$ cat src/rtl/bky_pkg.sv
`default_nettype none
// ============================================================================
// Module      : bky_pkg
// Description : Shared types and constants for the Buckeye shift-register
//               sequencer (state encoding, chip count, default geometry).
// Revision    : 1.0 - initial release
// ============================================================================
package bky_pkg;

    // Six Buckeye shaper chips per DCFEB
    localparam int NUM_BKY      = 6;

    // 16 channels x 3 configuration bits per chip
    localparam int DEF_NBITS    = 48;

    // Shift-clock half period in system clock cycles
    localparam int DEF_HALF_PER = 4;

    // Sequencer states, explicitly encoded
    typedef enum logic [1:0] {
        ST_IDLE     = 2'd0,
        ST_SHIFT_LO = 2'd1,
        ST_SHIFT_HI = 2'd2,
        ST_FINISH   = 2'd3
    } bky_state_e;

    // Replicate a single enable across all chip lanes and gate it with a mask
    function automatic logic [NUM_BKY:1] bky_gate(input logic en,
                                                   input logic [NUM_BKY:1] mask);
        return en ? mask : '0;
    endfunction

endpackage
`default_nettype wire

$ cat src/rtl/bky_rtn_sync.sv
`default_nettype none
// ============================================================================
// Module      : bky_rtn_sync
// Description : Two-flop synchronizer for the asynchronous Buckeye shift-out
//               return lines. Both stages reset to 0.
// Revision    : 1.0 - initial release
// ============================================================================
module bky_rtn_sync
    import bky_pkg::*;
#(
    parameter int WIDTH = NUM_BKY
) (
    input  logic             clk,
    input  logic             rst_n,
    input  logic [WIDTH-1:0] d,
    output logic [WIDTH-1:0] q
);

    logic [WIDTH-1:0] r_meta;
    logic [WIDTH-1:0] r_sync;

    // Metastability filter: first stage may go metastable, second settles it
    always_ff @(posedge clk or negedge rst_n) begin
        if (!rst_n) begin
            r_meta <= '0;
            r_sync <= '0;
        end else begin
            r_meta <= d;
            r_sync <= r_meta;
        end
    end

    assign q = r_sync;

endmodule
`default_nettype wire

$ cat src/rtl/bky_shift_ctrl.sv
`default_nettype none
// ============================================================================
// Module      : bky_shift_ctrl
// Description : Serially loads one NBITS pattern (MSB first) into every
//               Buckeye selected by chip_mask, generating per-chip shift data
//               and shift clock. Optional readback captures the return stream
//               of one chip and flags chips whose returned contents differ
//               from the previously loaded pattern.
//               Build option: BKY_READBACK_EN enables the return synchronizer,
//               readback capture, rb_data and mismatch; without it those
//               outputs are tied to 0 and bky_rtn is ignored.
// Revision    : 1.0 - initial release
// ============================================================================
module bky_shift_ctrl
    import bky_pkg::*;
#(
    parameter int NBITS    = DEF_NBITS,
    parameter int HALF_PER = DEF_HALF_PER
) (
    input  logic               clk,
    input  logic               rst_n,
    input  logic               start,
    input  logic [NUM_BKY:1]   chip_mask,
    input  logic [NBITS-1:0]   shft_data,
    input  logic [2:0]         rb_sel,
    output logic               busy,
    output logic               done,
    output logic [NUM_BKY:1]   to_bky,
    output logic [NUM_BKY:1]   bky_clk,
    input  logic [NUM_BKY:1]   bky_rtn,
    output logic [NBITS-1:0]   rb_data,
    output logic [NUM_BKY:1]   mismatch
);

    localparam int c_bit_w = $clog2(NBITS);
    localparam int c_ph_w  = $clog2(HALF_PER);
    localparam logic [c_bit_w-1:0] c_bit_top = c_bit_w'(NBITS - 1);
    localparam logic [c_ph_w-1:0]  c_ph_last = c_ph_w'(HALF_PER - 1);

    // Sequencer state and counters
    bky_state_e          r_state;
    bky_state_e          w_state_nxt;
    logic [c_ph_w-1:0]   r_phase;
    logic [c_ph_w-1:0]   w_phase_nxt;
    logic [c_bit_w-1:0]  r_bit;
    logic [c_bit_w-1:0]  w_bit_nxt;

    // Single-cycle event strobes derived from the state machine
    logic                w_load;     // start accepted in IDLE
    logic                w_sample;   // last cycle of a SHIFT_LO half period
    logic                w_finish;   // final SHIFT_HI half period ends

    // Request latched at start
    logic [NUM_BKY:1]    r_mask;
    logic [NBITS-1:0]    r_pat;

    // Values the pattern/mask will have in the next cycle, so the output
    // registers can present the first bit in the cycle right after start
    logic [NUM_BKY:1]    w_mask_src;
    logic [NBITS-1:0]    w_pat_src;

    // Registered outputs and their next-cycle values
    logic                r_busy;
    logic                r_done;
    logic [NUM_BKY:1]    r_to_bky;
    logic [NUM_BKY:1]    r_bky_clk;
    logic                w_busy_nxt;
    logic                w_done_nxt;
    logic [NUM_BKY:1]    w_to_bky_nxt;
    logic [NUM_BKY:1]    w_bky_clk_nxt;

    // Next-state, counter and output-decode logic
    always_comb begin
        w_state_nxt = r_state;
        w_phase_nxt = r_phase;
        w_bit_nxt   = r_bit;
        w_load      = 1'b0;
        w_sample    = 1'b0;
        w_finish    = 1'b0;

        case (r_state)
            ST_IDLE: begin
                if (start) begin
                    w_state_nxt = ST_SHIFT_LO;
                    w_phase_nxt = '0;
                    w_bit_nxt   = c_bit_top;
                    w_load      = 1'b1;
                end
            end
            ST_SHIFT_LO: begin
                if (r_phase == c_ph_last) begin
                    w_state_nxt = ST_SHIFT_HI;
                    w_phase_nxt = '0;
                    w_sample    = 1'b1;
                end else begin
                    w_phase_nxt = r_phase + c_ph_w'(1);
                end
            end
            ST_SHIFT_HI: begin
                if (r_phase == c_ph_last) begin
                    w_phase_nxt = '0;
                    if (r_bit != '0) begin
                        w_state_nxt = ST_SHIFT_LO;
                        w_bit_nxt   = r_bit - c_bit_w'(1);
                    end else begin
                        w_state_nxt = ST_FINISH;
                        w_finish    = 1'b1;
                    end
                end else begin
                    w_phase_nxt = r_phase + c_ph_w'(1);
                end
            end
            ST_FINISH: begin
                w_state_nxt = ST_IDLE;
            end
            default: begin
                w_state_nxt = ST_IDLE;
            end
        endcase

        w_mask_src = w_load ? chip_mask : r_mask;
        w_pat_src  = w_load ? shft_data : r_pat;

        // Data is held through both halves of a bit so it only ever changes
        // while the shift clock is low
        w_busy_nxt    = (w_state_nxt == ST_SHIFT_LO) || (w_state_nxt == ST_SHIFT_HI);
        w_done_nxt    = w_finish;
        w_to_bky_nxt  = bky_gate(w_busy_nxt && w_pat_src[w_bit_nxt], w_mask_src);
        w_bky_clk_nxt = bky_gate(w_state_nxt == ST_SHIFT_HI, w_mask_src);
    end

    // State, counters and latched request
    always_ff @(posedge clk or negedge rst_n) begin
        if (!rst_n) begin
            r_state <= ST_IDLE;
            r_phase <= '0;
            r_bit   <= '0;
            r_mask  <= '0;
            r_pat   <= '0;
        end else begin
            r_state <= w_state_nxt;
            r_phase <= w_phase_nxt;
            r_bit   <= w_bit_nxt;
            if (w_load) begin
                r_mask <= chip_mask;
                r_pat  <= shft_data;
            end
        end
    end

    // Output registers: every pad-facing line comes straight from a flop
    always_ff @(posedge clk or negedge rst_n) begin
        if (!rst_n) begin
            r_busy    <= 1'b0;
            r_done    <= 1'b0;
            r_to_bky  <= '0;
            r_bky_clk <= '0;
        end else begin
            r_busy    <= w_busy_nxt;
            r_done    <= w_done_nxt;
            r_to_bky  <= w_to_bky_nxt;
            r_bky_clk <= w_bky_clk_nxt;
        end
    end

    assign busy    = r_busy;
    assign done    = r_done;
    assign to_bky  = r_to_bky;
    assign bky_clk = r_bky_clk;

`ifdef BKY_READBACK_EN

    logic [NUM_BKY:1]  w_rtn_sync;
    logic [2:0]        r_rb_sel;
    logic              w_rb_bit;
    logic [NUM_BKY:1]  w_exp_rep;
    logic [NBITS-1:0]  r_rb_shift;
    logic [NBITS-1:0]  r_rb_data;
    logic [NBITS-1:0]  r_exp;
    logic              r_exp_valid;
    logic [NUM_BKY:1]  r_mm_acc;
    logic [NUM_BKY:1]  r_mismatch;

    bky_rtn_sync #(
        .WIDTH (NUM_BKY)
    ) u_rtn_sync (
        .clk   (clk),
        .rst_n (rst_n),
        .d     (bky_rtn),
        .q     (w_rtn_sync)
    );

    // Select the readback lane (0 for out-of-range selects) and replicate the
    // expected bit for the current position across all lanes
    always_comb begin
        w_rb_bit = 1'b0;
        for (int i = 1; i <= NUM_BKY; i++) begin
            if (r_rb_sel == 3'(i)) begin
                w_rb_bit = w_rtn_sync[i];
            end
        end
        w_exp_rep = {NUM_BKY{r_exp[r_bit]}};
    end

    // Readback capture and streaming compare against the previous pattern;
    // the chip presents its old contents MSB first, one bit per shift edge
    always_ff @(posedge clk or negedge rst_n) begin
        if (!rst_n) begin
            r_rb_sel    <= '0;
            r_rb_shift  <= '0;
            r_rb_data   <= '0;
            r_exp       <= '0;
            r_exp_valid <= 1'b0;
            r_mm_acc    <= '0;
            r_mismatch  <= '0;
        end else begin
            if (w_load) begin
                r_rb_sel   <= rb_sel;
                r_rb_shift <= '0;
                r_mm_acc   <= '0;
            end
            if (w_sample) begin
                r_rb_shift <= {r_rb_shift[NBITS-2:0], w_rb_bit};
                r_mm_acc   <= r_mm_acc | (w_rtn_sync ^ w_exp_rep);
            end
            if (w_finish) begin
                r_rb_data  <= r_rb_shift;
                r_mismatch <= r_mask & bky_gate(r_exp_valid, r_mm_acc);
                // An empty mask loads nothing, so the reference stays as is
                if (r_mask != '0) begin
                    r_exp       <= r_pat;
                    r_exp_valid <= 1'b1;
                end
            end
        end
    end

    assign rb_data  = r_rb_data;
    assign mismatch = r_mismatch;

`else

    logic w_unused_rb;
    assign w_unused_rb = ^{bky_rtn, rb_sel, w_sample, w_finish};

    assign rb_data  = '0;
    assign mismatch = '0;

`endif

endmodule
`default_nettype wire
$ cat config.mk
export PLATFORM = sky130hd
export DESIGN_NAME = bky_shift_ctrl
export DESIGN_NICKNAME = d
export VERILOG_FILES = /design/src/rtl/bky_pkg.sv /design/src/rtl/bky_rtn_sync.sv /design/src/rtl/bky_shift_ctrl.sv
export SDC_FILE = /design/constraint.sdc
export NUM_CORES = 1
export LEC_CHECK = 0
export CAP_MARGIN = 20
export CORE_UTILIZATION = 35
export CTS_BUF_LIST = sky130_fd_sc_hd__clkbuf_4 sky130_fd_sc_hd__clkbuf_8
export CTS_CLUSTER_SIZE = 25
export DETAILED_ROUTE_END_ITERATION = 10
export SLEW_MARGIN = 15
export SYNTH_ARGS = -nofsm -noshare
export SYNTH_HDL_FRONTEND = slang
export SYNTH_HIERARCHICAL = 1
export SYNTH_SLANG_ARGS = --single-unit
$ cat constraint.sdc
create_clock -name clk -period 4.5 [get_ports clk]
set_input_delay 0.9 -clock clk [delete_from_list [all_inputs] [get_ports clk]]
set_output_delay 0.9 -clock clk [all_outputs]
set_load 0.02 [all_outputs]
==> results.cfg <==
[routing]
routed_wirelength_um = 8900
post-route-drc-count = 0
drt_iter0_drc = 93
wl_per_cell_um = 15.1
ant_nets = 0
vias_per_cell = 4.79
vias = 2820
first_pass_iters = 4

[clock_network]
cts_buffers = 9
insertion_delay_ns = 0.36
clkTransAtPathRegs_ns = 0.08
ctsHoldBuffers = 0
root_buffer = clkbuf_8
htree_levels = 3
cts_tree = yes
clkSinkCount = 78
clockBufferDepth = 2
ctsResizeCount = 0
cts_setup_buffers = 0

[placed_design]
dpl_worst_slack_ns = 0.386
dp.cells = 574
place_hpwl_um = 6370
gp_congestion = 0.789
io_buffers = 70

[global_route]
gr-total-overflow = 0
grt_max_degree = 79
grt_pass1_wl_um = 14400
grt_use_total_pct = 14.7
grt_pass1_vias = 2904
antenna_found_initial = 0

[sta]
finalSetupTns_ns = 0
skew_ns = 0.0102
maxSlewViolCount = 0
rsz0062_at_grt = no
min_period_ns = 3.72
holdWs_ns = 0.447
fin_crit_sh_pct = 82.6
finalWorstSetupSlack_ns = 0.782
slew_headroom_pct = 54.6
finalHoldViolCount = 0
setup_viol = 0
worst_pin_slew_ns = 0.675
clock.fmax_ghz = 0.269

[floorplan]
placement_rows = 40
die_h_um = 113
io_pins = 134
core_um2 = 12000
die_x_um = 113
start_util_pct = 35.8
die_area_um2 = 12700

[logic_synthesis]
seq_area_frac_synth_pct = 45.5
synthArstFlopShare_pct = 100
synth_area_um2 = 4290
synth.largest_area_cell = dfrtp_1
avgSynthCellArea_um2 = 11.6
synth-edff-count = 0
yosys.cell_types.count = 62
yosysWarnings = 6
synthCells = 369
ys_ff_latch = 78
synthTopCellsByArea = dfrtp_1 (46%), mux2_2 (12%), buf_4 (9.8%), mux2i_1 (4.4%), ha_1 (1.8%)
synthFlopType = dfrtp_1
synth_top_area_share_pct = 45.5

[cells_and_area]
diodes = 0
area_growth_pct = 18.9
final_cells = 589
drive_above_1_share_pct = 20.6
fin_util_pct = 42.6
nets = 511

[worst_setup_path]
crit_required_ns = 4.79
worstPathMaxFanout = 19
path_class = input port to flip-flop
cp_slowest_stage_delay_ns = 0.62
crit_family = simple AND/OR/NAND/NOR gates
start_kind = input port
endpoint_kind = flip-flop
cp_slowest_cell = nor4_1
crit_arrival_ns = 4.01
crit_chain = clkdlybuf4s50_1 > nand2_2 > o21ai_0 > o32ai_1 > ha_1 > nor3_1 > o41ai_1 > nor4_1 > nor4_4 > nor2_1
critPathBufInv = 1

[hold_path]
hold_class = input port to async pin

[power_and_ir_drop]
vdd_drop_max_uv = 123
power.density_nw_per_um2 = 259
total_leakage_power_nw = 2.48

[run]
maxCapViolCount = 0

[outcome]
status = complete, no violations
final timing paths:
path	startpoint	end	slack [ns]	depth (start not counted)
min reg2reg	r_pat[36]	r_pat[36]	0.50	1
min in group clk	r_pat[36]	r_pat[36]	0.50	1
max reg2reg	r_bit[0]	to_bky[6]	1.07	13
max	start	to_bky[6]	0.78	10
max in group asynchronous	rst_n	r_pat[29]	3.46	2
min	rst_n	r_pat[15]	0.45	1
flip-flops by register name, summed over array words and instances, names as in the netlist:
name     flops
busy         1
done         1
to_bky       6
r_phase      2
r_bit        6
bky_clk      6
r_mask       6
r_state      2
r_pat       48
layer usage:
| layer | vias to the layer above | track usage (%) | share of wire (%) |
|---|---|---|---|
| li1 | 1338 | - | - |
| met1 | 1375 | 18.7 | 45 |
| met2 | 89 | 24.5 | 48 |
| met3 | 18 | 2.16 | 4.6 |
| met4 | 0 | 7.47 | 2.4 |
| met5 | - | 0 | 0 |
through the flow:
stage | instance area, µm² | power [mW]
after floorplan | 4480 | 0.790
after global placement | 4880 | 0.820
after detailed placement | 4880 | 0.820
after CTS | 5070 | 1.34
after global routing | 5090 | 1.38
final | 5090 | 1.32
report_power, final:
part | internal (mW) | switching (mW)
combinational | 0.0452 | 0.0624
sequential | 0.700 | 0
clock | 0.264 | 0.248
total | 1.01 | 0.311
synth_stat cells, types with 4 or more instances:
master    instances
nand2_1           9
inv_1            15
o21ai_0          15
a21oi_1           6
nor3_1            8
nor2b_1           8
mux2i_1          19
o32ai_1           4
o211ai_1          6
nor2_1           11
buf_6             6
buf_4            56
buf_2             5
dfrtp_1          78
mux2_2           47
ha_1              6
and3_1            5
or3_1             4
worst reg2reg max path: cells and delay by family (launching register included):
family / cells / cell delay, ns
AOI/OAI and AO/OA: 4 / 0.68
adders and majority gates: 2 / 0.56
buffers and inverters: 1 / 0.08
DFF: 1 / 0.44
and+or+nand+nor: 6 / 1.60
placed cells by master, fill, tap and decap left out, types with 2 or more instances in the layout:
cell / instances
nor2b_1: 8
and3_1: 5
conb_1: 54
nand2_1: 9
inv_2: 3
clkinv_2: 2
a21bo_2: 2
dfrtp_1: 78
o21ai_0: 15
clkbuf_8: 10
a21boi_0: 2
o22ai_1: 3
buf_4: 6
a32oi_1: 2
a21o_1: 3
o41ai_1: 2
mux2i_1: 19
mux2_4: 2
mux2_2: 47
inv_1: 15
nor2_1: 11
o21a_1: 2
o2111a_1: 3
or3_1: 4
ha_1: 6
nand3b_1: 2
o211ai_1: 6
nand3_1: 2
a21oi_1: 6
nor3_1: 8
clkdlybuf4s50_1: 69
o32ai_1: 4
cell families after synthesis:
group           synth area share [%]
compound gates                  11.5
fa+ha+maj                       1.75
buf+inv                         13.8
flops                           45.5
mux                             17.5
other cells                   0.0875
simple gates                    9.81
area by class of cell:
class                   instances  area (µm²)
clock inverters                 4        48.8
well taps                     147         184
multi-input cells             256        1940
inverters                      18        67.6
repair buffers                 76         763
flip-flops and latches         78        1950
fillers                      1151        6870
clock buffers                  10         138
Note: power is estimated with default switching activity, not from simulation.
